===== config.mk =====
export PLATFORM = sky130hd
export DESIGN_NAME = instr_fetch_flat
export DESIGN_NICKNAME = d
export VERILOG_FILES = /design/src/rtl/fetch_pkg.sv /design/src/rtl/instr_fetch_if.sv /design/src/rtl/instr_fetch.sv /design/src/flat_wrapper.sv
export SDC_FILE = /design/constraint.sdc
export NUM_CORES = 1
export LEC_CHECK = 0
export CAP_MARGIN = 10
export CORE_ASPECT_RATIO = 1.5
export CORE_MARGIN = 2
export CORE_UTILIZATION = 42
export CTS_CLUSTER_SIZE = 16
export DETAILED_ROUTE_END_ITERATION = 16
export GPL_TIMING_DRIVEN = 0
export MAX_ROUTING_LAYER = met4
export PLACE_DENSITY = 0.81
export SYNTH_ARGS = -nofsm -noshare
export SYNTH_HDL_FRONTEND = slang
export SYNTH_SLANG_ARGS = --single-unit

===== constraint.sdc =====
create_clock -name clk -period 4.05 [get_ports clk]
set_input_delay 1.215 -clock clk [delete_from_list [all_inputs] [get_ports clk]]
set_output_delay 1.215 -clock clk [all_outputs]
set_load 0.005 [all_outputs]

===== src/rtl/fetch_pkg.sv =====
// Shared types and constants for the instruction fetch stage.
package fetch_pkg;

  typedef enum logic [2:0] {
    IDLE,
    REQ,
    WAIT,
    HOLD,
    DRAIN
  } fetch_state_t;

  localparam logic [31:0] NOP_INSTR   = 32'h0000_0013;
  localparam int          INSTR_BYTES = 4;

endpackage


===== src/rtl/instr_fetch_if.sv =====
// Instruction-memory request/response bus plus the fetch-to-decode handshake.
interface instr_fetch_if #(
  parameter int ADDR_W = 32,
  parameter int DATA_W = 32
);

  logic              imem_req;
  logic [ADDR_W-1:0] imem_addr;
  logic              imem_ready;
  logic              imem_rvalid;
  logic [DATA_W-1:0] imem_rdata;

  logic              if_valid;
  logic [DATA_W-1:0] if_instr;
  logic [ADDR_W-1:0] if_pc;
  logic              id_ready;

  modport master (
    output imem_req, imem_addr, if_valid, if_instr, if_pc,
    input  imem_ready, imem_rvalid, imem_rdata, id_ready
  );

  modport slave (
    input  imem_req, imem_addr, if_valid, if_instr, if_pc,
    output imem_ready, imem_rvalid, imem_rdata, id_ready
  );

endinterface


===== src/rtl/instr_fetch.sv =====
// Fetch stage: reads one instruction word per PC, hands it to decode, and
// steers the ProgramCounter by +4 or to a redirect target.
module instr_fetch
  import fetch_pkg::*;
#(
  parameter int ADDR_W = 32,
  parameter int DATA_W = 32
) (
  input  logic              clk,
  input  logic              reset,
  input  logic [ADDR_W-1:0] pc,
  output logic [ADDR_W-1:0] pc_next,
  output logic              pc_enable,
  input  logic              redirect_valid,
  input  logic [ADDR_W-1:0] redirect_target,
  instr_fetch_if.master     bus
);

  fetch_state_t      r_state;
  fetch_state_t      w_state_nxt;
  logic [ADDR_W-1:0] r_req_pc;
  logic [ADDR_W-1:0] r_if_pc;
  logic [DATA_W-1:0] r_if_instr;

  logic              w_redirect;
  logic              w_accept;
  logic              w_capture;
  logic [ADDR_W-1:0] w_pc_inc;

  assign w_redirect = redirect_valid && (r_state != IDLE);
  assign w_pc_inc   = pc + ADDR_W'(INSTR_BYTES);

  assign bus.imem_addr = {pc[ADDR_W-1:2], 2'b00};
  assign bus.if_valid  = (r_state == HOLD);
  assign bus.if_instr  = r_if_instr;
  assign bus.if_pc     = r_if_pc;

  always_ff @(posedge clk or negedge reset) begin
    if (!reset) begin
      r_state <= IDLE;
    end else begin
      r_state <= w_state_nxt;
    end
  end

  // r_req_pc remembers the unaligned PC of the accepted request so if_pc
  // reports it verbatim once the response lands.
  always_ff @(posedge clk or negedge reset) begin
    if (!reset) begin
      r_req_pc   <= '0;
      r_if_pc    <= '0;
      r_if_instr <= DATA_W'(NOP_INSTR);
    end else begin
      if (w_accept) begin
        r_req_pc <= pc;
      end
      if (w_capture) begin
        r_if_instr <= bus.imem_rdata;
        r_if_pc    <= r_req_pc;
      end
    end
  end

  always_comb begin
    w_state_nxt  = r_state;
    bus.imem_req = 1'b0;
    pc_enable    = 1'b0;
    pc_next      = w_pc_inc;
    w_accept     = 1'b0;
    w_capture    = 1'b0;

    case (r_state)
      IDLE: w_state_nxt = REQ;
      REQ: begin
        bus.imem_req = 1'b1;
        if (bus.imem_ready) begin
          w_accept    = 1'b1;
          w_state_nxt = w_redirect ? DRAIN : WAIT;
        end
      end
      WAIT: begin
        if (bus.imem_rvalid) begin
          if (w_redirect) begin
            w_state_nxt = REQ;
          end else begin
            w_capture   = 1'b1;
            pc_enable   = 1'b1;
            w_state_nxt = HOLD;
          end
        end else if (w_redirect) begin
          w_state_nxt = DRAIN;
        end
      end
      HOLD: begin
        if (w_redirect || bus.id_ready) begin
          w_state_nxt = REQ;
        end
      end
      // A response arriving here belongs to a request made before a redirect.
      DRAIN: begin
        if (bus.imem_rvalid) begin
          w_state_nxt = REQ;
        end
      end
      default: w_state_nxt = IDLE;
    endcase

    if (w_redirect) begin
      pc_enable = 1'b1;
      pc_next   = redirect_target;
    end
  end

endmodule

===== src/flat_wrapper.sv =====
// flat-port wrapper written by rule: the top's interface ports become plain ports
module instr_fetch_flat import fetch_pkg::*;
#(
  parameter int ADDR_W = 32,
  parameter int DATA_W = 32
)
  (clk, reset, pc, pc_next, pc_enable, redirect_valid, redirect_target, bus_imem_req, bus_imem_addr, bus_if_valid, bus_if_instr, bus_if_pc, bus_imem_ready, bus_imem_rvalid, bus_imem_rdata, bus_id_ready);
  instr_fetch_if #(.ADDR_W(ADDR_W), .DATA_W(DATA_W)) bus_i ();
  input  logic clk;
  input  logic reset;
  input  logic [ADDR_W-1:0] pc;
  output logic [ADDR_W-1:0] pc_next;
  output logic pc_enable;
  input  logic redirect_valid;
  input  logic [ADDR_W-1:0] redirect_target;
  output wire logic [$bits(bus_i.imem_req)-1:0] bus_imem_req;
  output wire logic [$bits(bus_i.imem_addr)-1:0] bus_imem_addr;
  output wire logic [$bits(bus_i.if_valid)-1:0] bus_if_valid;
  output wire logic [$bits(bus_i.if_instr)-1:0] bus_if_instr;
  output wire logic [$bits(bus_i.if_pc)-1:0] bus_if_pc;
  input wire logic [$bits(bus_i.imem_ready)-1:0] bus_imem_ready;
  input wire logic [$bits(bus_i.imem_rvalid)-1:0] bus_imem_rvalid;
  input wire logic [$bits(bus_i.imem_rdata)-1:0] bus_imem_rdata;
  input wire logic [$bits(bus_i.id_ready)-1:0] bus_id_ready;
  assign bus_imem_req = bus_i.imem_req;
  assign bus_imem_addr = bus_i.imem_addr;
  assign bus_if_valid = bus_i.if_valid;
  assign bus_if_instr = bus_i.if_instr;
  assign bus_if_pc = bus_i.if_pc;
  assign bus_i.imem_ready = bus_imem_ready;
  assign bus_i.imem_rvalid = bus_imem_rvalid;
  assign bus_i.imem_rdata = bus_imem_rdata;
  assign bus_i.id_ready = bus_id_ready;
  instr_fetch #(.ADDR_W(ADDR_W), .DATA_W(DATA_W)) u_core (.clk(clk), .reset(reset), .pc(pc), .pc_next(pc_next), .pc_enable(pc_enable), .redirect_valid(redirect_valid), .redirect_target(redirect_target), .bus(bus_i));
endmodule

==> results of run 1 <==
[final timing paths]
check / depth (start not counted) / slack [ns] / endpoint
worst max-delay path: 7 / 0.05 / pc_next[24]
worst min-delay path: 1 / 0.50 / u_core.bus.if_pc[30]$_DFFE_PN0P_
worst max register to register: 6 / 1.90 / u_core.bus.if_pc[14]$_DFFE_PN0P_
worst min register to register: 1 / 0.50 / u_core.bus.if_pc[30]$_DFFE_PN0P_
max in group asynchronous: 2 / 2.50 / u_core.r_req_pc[16]$_DFFE_PN0P_
min in group asynchronous: 1 / 0.87 / u_core.r_state[2]$_DFFE_PN0P_
[worst max-delay path, cell delays in order]
cell	delay (ns)
sky130_fd_sc_hd__buf_2	0.18
sky130_fd_sc_hd__and4_4	0.27
sky130_fd_sc_hd__nand4_1	0.16
sky130_fd_sc_hd__buf_4	0.18
sky130_fd_sc_hd__or4_1	0.46
sky130_fd_sc_hd__a31oi_1	0.17
sky130_fd_sc_hd__buf_2	0.14
[final cells by class]
| class | count | area share (%) |
|---|---|---|
| sequential | 99 | 31.27 |
| multi-input combinational | 285 | 28.90 |
| timing repair buffer | 240 | 28.13 |
| buffer | 56 | 5.140 |
| clock buffer | 10 | 3.012 |
| tap | 153 | 2.412 |
| clock inverter | 6 | 0.8988 |
| inverter | 5 | 0.2365 |
[synthesized netlist by cell type (2+ instances only)]
cell type and count:
sky130_fd_sc_hd__a21oi_1 3, sky130_fd_sc_hd__a31oi_1 14, sky130_fd_sc_hd__and2_1 3, sky130_fd_sc_hd__and3_1 4, sky130_fd_sc_hd__and4_1 4, sky130_fd_sc_hd__and4_2 2, sky130_fd_sc_hd__buf_2 9, sky130_fd_sc_hd__buf_4 36
sky130_fd_sc_hd__clkbuf_1 8, sky130_fd_sc_hd__dfrtp_1 96, sky130_fd_sc_hd__dfstp_2 3, sky130_fd_sc_hd__inv_1 5, sky130_fd_sc_hd__mux2_2 96, sky130_fd_sc_hd__nand2_1 35, sky130_fd_sc_hd__nand2b_1 2, sky130_fd_sc_hd__nand3_1 9
sky130_fd_sc_hd__nand4_1 11, sky130_fd_sc_hd__nand4b_1 2, sky130_fd_sc_hd__nor2_1 22, sky130_fd_sc_hd__o21ai_0 19, sky130_fd_sc_hd__o31a_1 2, sky130_fd_sc_hd__o31ai_1 8, sky130_fd_sc_hd__o41ai_1 2, sky130_fd_sc_hd__or3_1 6
sky130_fd_sc_hd__or4_1 12, sky130_fd_sc_hd__xnor2_1 2, sky130_fd_sc_hd__xor2_1 9
[layout by cell type, fill, tap and decap left out, types with 3 or more instances in the layout]
master / instances
sky130_fd_sc_hd__buf_6: 5
sky130_fd_sc_hd__a31oi_1: 13
sky130_fd_sc_hd__and3_1: 3
sky130_fd_sc_hd__dfstp_2: 3
sky130_fd_sc_hd__nor2_1: 22
sky130_fd_sc_hd__buf_2: 34
sky130_fd_sc_hd__o21ai_0: 16
sky130_fd_sc_hd__buf_4: 50
sky130_fd_sc_hd__clkbuf_4: 3
sky130_fd_sc_hd__nand2_1: 35
sky130_fd_sc_hd__clkbuf_8: 3
sky130_fd_sc_hd__mux2_2: 96
sky130_fd_sc_hd__clkdlybuf4s50_1: 182
sky130_fd_sc_hd__clkbuf_1: 4
sky130_fd_sc_hd__a21oi_1: 3
sky130_fd_sc_hd__o31ai_1: 8
sky130_fd_sc_hd__inv_1: 5
sky130_fd_sc_hd__and4_1: 3
sky130_fd_sc_hd__or3_1: 6
sky130_fd_sc_hd__nand3_2: 3
sky130_fd_sc_hd__dfrtp_1: 96
sky130_fd_sc_hd__o21ai_1: 3
sky130_fd_sc_hd__clkbuf_16: 9
sky130_fd_sc_hd__xor2_1: 9
sky130_fd_sc_hd__and2_1: 3
sky130_fd_sc_hd__clkbuf_2: 9
sky130_fd_sc_hd__nand4_1: 11
sky130_fd_sc_hd__or4_1: 10
sky130_fd_sc_hd__nand3_1: 5
[power groups by stage]
stage | clock network (uW) | logic, uW | registers, uW
finish | 889 | 2190 | 1750
global route | 942 | 2340 | 1810
CTS | 901 | 2210 | 1750
detailed placement | 0 | 2230 | 1770
global placement | 0 | 2160 | 1730
floorplan | 0 | 909 | 1750
[metal layers]
metal  up-vias  part of all wire, %
li1       2079                    -
met1      2278                   38
met2       178                   54
met3        35                  5.6
met4         0                  2.6
met5         -                    0
[metrics by stage]
stage          instances  total power (uW)
2_1_floorplan        445              2656
3_3_place_gp         827              3898
3_5_place_dp         828              3992
4_1_cts              854              4864
5_1_grt              854              5095
6_report             854              4837
[sequential cells by signal, summed over array words and instances (netlist names)]
register and cells:
u_core.bus.if_instr 32, u_core.bus.if_pc 32, u_core.r_req_pc 32, u_core.r_state 3
[logic make-up after synthesis]
logic type                 synth area share, %
and+or+nand+nor                          12.72
AOI/OAI and AO/OA                        7.038
other                                  0.07375
adders and majority gates               0.2460
muxes                                    21.48
DFF                                      48.79
buffers and inverters                    7.751
xor gates and xnor gates                 1.895
[repair_timing]
action / in CTS / in global routing
setup buffers: 9 / 1
resized for setup: 188 / 39
hold endpoints to repair: 0 / 0
setup endpoints to repair: 32 / 24
hold buffers: 0 / 0
gates cloned: 1 / 0
pin swaps: 11 / 10
==> out/summary.txt, run 1 <==
============================================================================
EDFF count, synth                                                          0
Cell taking the most area after synthesis                       sky130_fd_sc_hd__dfrtp_1
Residual DRC count                                                         0
Final estimated routing congestion in global placement                0.8799
Final hold violation count                                                 0
Outcome                                                         complete, no violations
Share of the synthesized area in the top cell type                    47.24%
Launch instance of the worst register-to-register path          u_core.r_state[0]$_DFFE_PN0P_
Most area-consuming cells after synthesis                       sky130_fd_sc_hd__dfrtp_1 (47%), sky130_fd_sc_hd__mux2_2 (21%), sky130_fd_sc_hd__buf_4 (5.3%)
DR WL/cell                                                          18.41 um
Data arrival time of the critical path                               2.78 ns
Unique cell type count in the Yosys netlist                               47
Total vias in the final route                                          4,570
Maximum fanout encountered on the critical timing path                     7
Kind of critical path                                           input pin to output port
H-tree levels                                                              3
Count of final max-slew check failures                                     0
Via count of the first global-routing pass                             4,780
Part of the cycle the worst path needs                                98.66%
Slew Limit Headroom                                                   57.97%
Site row count                                                            49
Routed wire length                                                 15,720 um
Share of layout cells above drive strength 1                          34.52%
Transition time of the tightest slew-check pin                     0.6304 ns
CTS root buffer                                                 sky130_fd_sc_hd__clkbuf_16
Clock network latency to the later pin of the worst-skew pair        0.35 ns
Chip Width                                                          93.84 um
Clk slew on worst S/H paths                                          0.07 ns
Max Cap Violations                                                         0
Area taken by flip-flops and latches                            0.002481 mm2
Maximum clock frequency                                            250.3 MHz
Cell-internal power                                                  3393 uW
Power density over the cells                                    609.6 mW/mm2
Count of port buffers added during placement                             229
Core occupancy in the finished layout                                 66.72%
Antenna diodes                                                             0
Remaining global-route overflow                                            0
Origin of the worst min-delay path                              u_core.r_req_pc[30]$_DFFE_PN0P_
Net switching power of the design                                    1444 uW
Switching fraction of total power                                     29.85%
Setup-violating endpoint count in the final report                         0
Initial antenna violation count                                            0
Critical path launch point type                                    input pin
Flip-flop and latch count after synthesis                                 99
Chip Height                                                         138.8 um
CP required                                                          2.83 ns
Worst hold margin                                                  0.5000 ns
Clock net sink count                                                      99
Post-DR vias/cell                                                      5.351
Combinational Power Share                                              45.4%
Maximum number of pins on one net before global-route repair              53
Met1 capacity usage during global routing                             28.16%
CTS Buffer Depth                                                           2
Global-route wire length before repair                             24,500 um
Async SR Flop Fraction                                                100.0%
Post-synthesis instance area                                    0.005085 mm2
RSZ-0062 raised after global routing                                    true
Clk network pwr share                                                  18.4%
Core region area                                                 0.01189 mm2
Met2 usage                                                            43.57%
DPL Wire Length                                                    11,850 um
Layout Skew                                                       0.01177 ns
Seq pwr share                                                          36.3%
Filler Cells Inserted                                                    949
Minimum period implied by the final worst setup slack               3.996 ns
Starting density of the core                                          42.75%
Path category of the worst min-delay check                      flop to flop
Worst setup path startpoint                                            pc[4]
Total Die Area                                                   0.01302 mm2
Synthesis warning total                                                    0
Clock tree from TritonCTS                                              built
Area delta synth->final                                               56.05%
CP Capture Type                                                  output port
Global routing usage summed across all routing layers                 24.85%
P_leak                                                           0.003421 uW
Top_reg_cell synth                                              sky130_fd_sc_hd__dfrtp_1
Worst slack after detailed placement                               -1.201 ns
Worst vdd rail ir drop                                             0.3190 mV
Highest-utilization routing layer at the global route stage             met2
Ports placed on the boundary                                             233
Global-route met3 utilization                                         3.804%
Sequential-to-total area share from yosys stat                        48.79%
Number of nets in the final layout                                       799
Final antenna-violating net count                                          0
Multi-input gate area in the final layout                       0.002293 mm2
First DRT Iteration DRCs                                                 131
Placed instance area                                            0.007597 mm2
Final setup margin                                                0.05416 ns
Syn Area/Cell                                                      11.45 um2
Number of buffers created by CTS                                           9
Final standard cell area without fillers                        0.007935 mm2
First drt pass iteration count                                             4
Post-Route Setup TNS                                                    0 ns
Number of standard cells after synthesis                                 444
============================================================================
Note: power is estimated with default switching activity, not from simulation.
==> run 2: changes to the inputs <==
Settings changed: CORE_UTILIZATION 42 to 43, CTS_BUF_LIST from default to sky130_fd_sc_hd__clkbuf_4, CTS_CLUSTER_SIZE 16 to 25, PLACE_DENSITY 0.81 to 0.83, RECOVER_POWER from default to 100.
==> run 2 against run 1 <==
Against the previous run:
- non-clock buffer count rose by 9
- critical path type unchanged
- count of clock-buffer cells in the layout fell by 1
- register-to-register slack got worse by 0.28 ns
- the flow now finishes with violations (max-capacitance violations, max-slew violations, negative setup slack)
==> out/summary.txt, run 2 (synthesis results as in run 1) <==
==============================================================================
Outcome                                                           finished, violations left
Violated checks                                                   max-capacitance violations, max-slew violations, negative setup slack
Remaining global-route overflow                                              0   unchanged
Metal1 wirelength                                                      5778 um   -2.3%
Chip Height                                                           137.2 um   -1.1%
Uppermost signal routing layer after detailed routing                     met4
Clock tree from TritonCTS                                                built
Site row count                                                              48   -2.0%
Detailed route wirelength on metal3                                     944 um   +7.2%
Count of port buffers added during placement                               229   unchanged
Met2 wirelength from detailed routing                                  8451 um   -0.81%
Share of layout cells above drive strength 1                            32.82%   -1.7 points
Data arrival time of the critical path                                 2.85 ns   +0.07 ns
Area delta synth->final                                                 53.64%
Leading cell type in the layout, fill and taps excluded           sky130_fd_sc_hd__clkdlybuf4s50_1
Routed wire length                                                   15,770 um   +0.29%
Final standard cell area without fillers                          0.007812 mm2   -1.5%
Max Cap Violations                                                           1   +1
Starting density of the core                                            44.10%   +1.3 points
Commonest cells after routing, fill and taps aside                sky130_fd_sc_hd__clkdlybuf4s50_1 (102), sky130_fd_sc_hd__mux2_2 (96), sky130_fd_sc_hd__dfrtp_1 (96)
CTS Buffer Depth                                                             2   unchanged
Via count of the first global-routing pass                               4,870   +1.9%
Path category of the worst min-delay check                        flop to flop
Total vias in the final route                                            4,613   +0.94%
Clock net sink count                                                        99   unchanged
DR WL/cell                                                            18.31 um   -0.52%
Slew Limit Headroom                                                    -45.08%   -100 points
Chip Width                                                            92.79 um   -1.1%
Final setup margin                                                 -0.01880 ns   -0.07296 ns
Number of buffers created by CTS                                             9   unchanged
H-tree levels                                                                3   unchanged
CTS root buffer                                                   sky130_fd_sc_hd__clkbuf_4
Ports placed on the boundary                                               233   unchanged
Critical path launch point type                                      input pin
Critical Path Slowest Stage Cell                                  sky130_fd_sc_hd__or3_1
Final hold violation count                                                   0   unchanged
Maximum clock frequency                                              245.8 MHz   -1.8%
Core region area                                                   0.01153 mm2   -3.1%
Gate family responsible for the most delay along the worst path   simple AND/OR/NAND/NOR gates
Global routing usage summed across all routing layers                   25.24%   +0.39 points
Final antenna-violating net count                                            0   unchanged
CP required                                                            2.83 ns   about the same
Maximum fanout encountered on the critical timing path                       5   -2
Maximum number of pins on one net before global-route repair                63   +19%
Placed instance area                                              0.007594 mm2   about the same
Core occupancy in the finished layout                                   67.75%   +1.0 points
P_leak                                                             0.003460 uW   +1.2%
Layout Skew                                                         0.02903 ns   +0.01726 ns
Cells along the critical path                                     buf_8 -> ha_4 -> and4_4 -> nand4_1 -> clkbuf_8 -> buf_12 -> or3_1 -> a31oi_1 -> buf_2
Worst vdd rail ir drop                                               0.3137 mV   -1.7%
Number of nets in the final layout                                         808   +1.1%
Transition time of the tightest slew-check pin                        2.176 ns   +1.546 ns
Kind of critical path                                             input pin to output port
Part of the cycle the worst path needs                                  100.5%   +1.8 points
Initial antenna violation count                                              1   +1
Post-DR vias/cell                                                        5.358   +0.12%
Power density over the cells                                      550.1 mW/mm2   -9.8%
CP Capture Type                                                    output port
Delay of the slowest critical-path stage                               0.30 ns   -0.16 ns
Clock network latency to the later pin of the worst-skew pair          0.48 ns   +0.13 ns
Final estimated routing congestion in global placement                  0.8708   -1.0%
Minimum period implied by the final worst setup slack                 4.069 ns   +0.07296 ns
DPL Wire Length                                                      12,200 um   +3.0%
First drt pass iteration count                                               4   unchanged
Count of hold-fix buffers inserted at cts                                    0   unchanged
Global-route wire length before repair                               24,270 um   -0.96%
Count of final max-slew check failures                                      38   +38
Crit path buf inv count                                                      4   +1
Total Die Area                                                     0.01273 mm2   -2.2%
Clk slew on worst S/H paths                                            0.17 ns   +0.10 ns
Setup-violating endpoint count in the final report                           1   +1
First DRT Iteration DRCs                                                   181   +38%
Residual DRC count                                                           0   unchanged
RSZ-0062 raised after global routing                                      true
==============================================================================
run 2: where the power goes:
| group | internal, uW | total, uW | switching, uW |
|---|---|---|---|
| registers | 1490 | 1730 | 237 |
| logic | 1250 | 2060 | 814 |
| clock network | 142 | 507 | 365 |
run 2: final timing paths:
| check | depth (start not counted) | startpoint | slack (ns) | endpoint |
|---|---|---|---|---|
| max in group asynchronous | 1 | reset | 1.45 | u_core.r_req_pc[17]$_DFFE_PN0P_ |
| min in group asynchronous | 1 | reset | 1.35 | u_core.r_req_pc[0]$_DFFE_PN0P_ |
| worst min register to register | 1 | u_core.r_req_pc[17]$_DFFE_PN0P_ | 0.52 | u_core.bus.if_pc[17]$_DFFE_PN0P_ |
| worst max register to register | 7 | u_core.r_state[2]$_DFFE_PN0P_ | 1.62 | u_core.r_req_pc[17]$_DFFE_PN0P_ |
| worst max-delay path | 9 | pc[3] | -0.02 | pc_next[22] |
| worst min-delay path | 1 | u_core.r_req_pc[17]$_DFFE_PN0P_ | 0.52 | u_core.bus.if_pc[17]$_DFFE_PN0P_ |
run 2: what timing repair did:
| action | CTS | global route |
|---|---|---|
| pin swaps | 12 | 11 |
| endpoints found under the setup margin | 32 | 18 |
| buffers inserted | 12 | 8 |
| gates resized for setup | 210 | 27 |
run 2: layout make-up:
| type | instances | area [um2] |
|---|---|---|
| antenna | 1 | 2.502 |
| buffer | 55 | 359.1 |
| clock buffer | 9 | 67.56 |
| clock inverter | 7 | 68.82 |
| fill | 927 | 3719 |
| inverter | 5 | 18.77 |
| multi-input combinational | 285 | 2312 |
| sequential | 99 | 2481 |
| tap | 150 | 187.7 |
| timing repair buffer | 250 | 2315 |
run 2: per-layer routing:
metal | vias up | track usage (%)
li1 | 2101 | -
met1 | 2258 | 28.21
met2 | 212 | 43.72
met3 | 42 | 5.580
met4 | 0 | 10.29
met5 | - | -
run 2: per-stage QoR:
step	total power, uW	setup TNS, ns	hold WS (ns)	std cells	setup slack [ns]
6_report	4298	-0.01880	0.5182	861	-0.01880
4_1_cts	4489	-0.02541	0.5236	853	-0.02541
5_1_grt	4574	-0.5026	0.5296	861	-0.07734
3_5_place_dp	4005	-24.54	0.4902	825	-1.171
3_3_place_gp	3888	-190.13	0.4674	824	-1.724
2_1_floorplan	2656	0	0.4541	445	0.2779
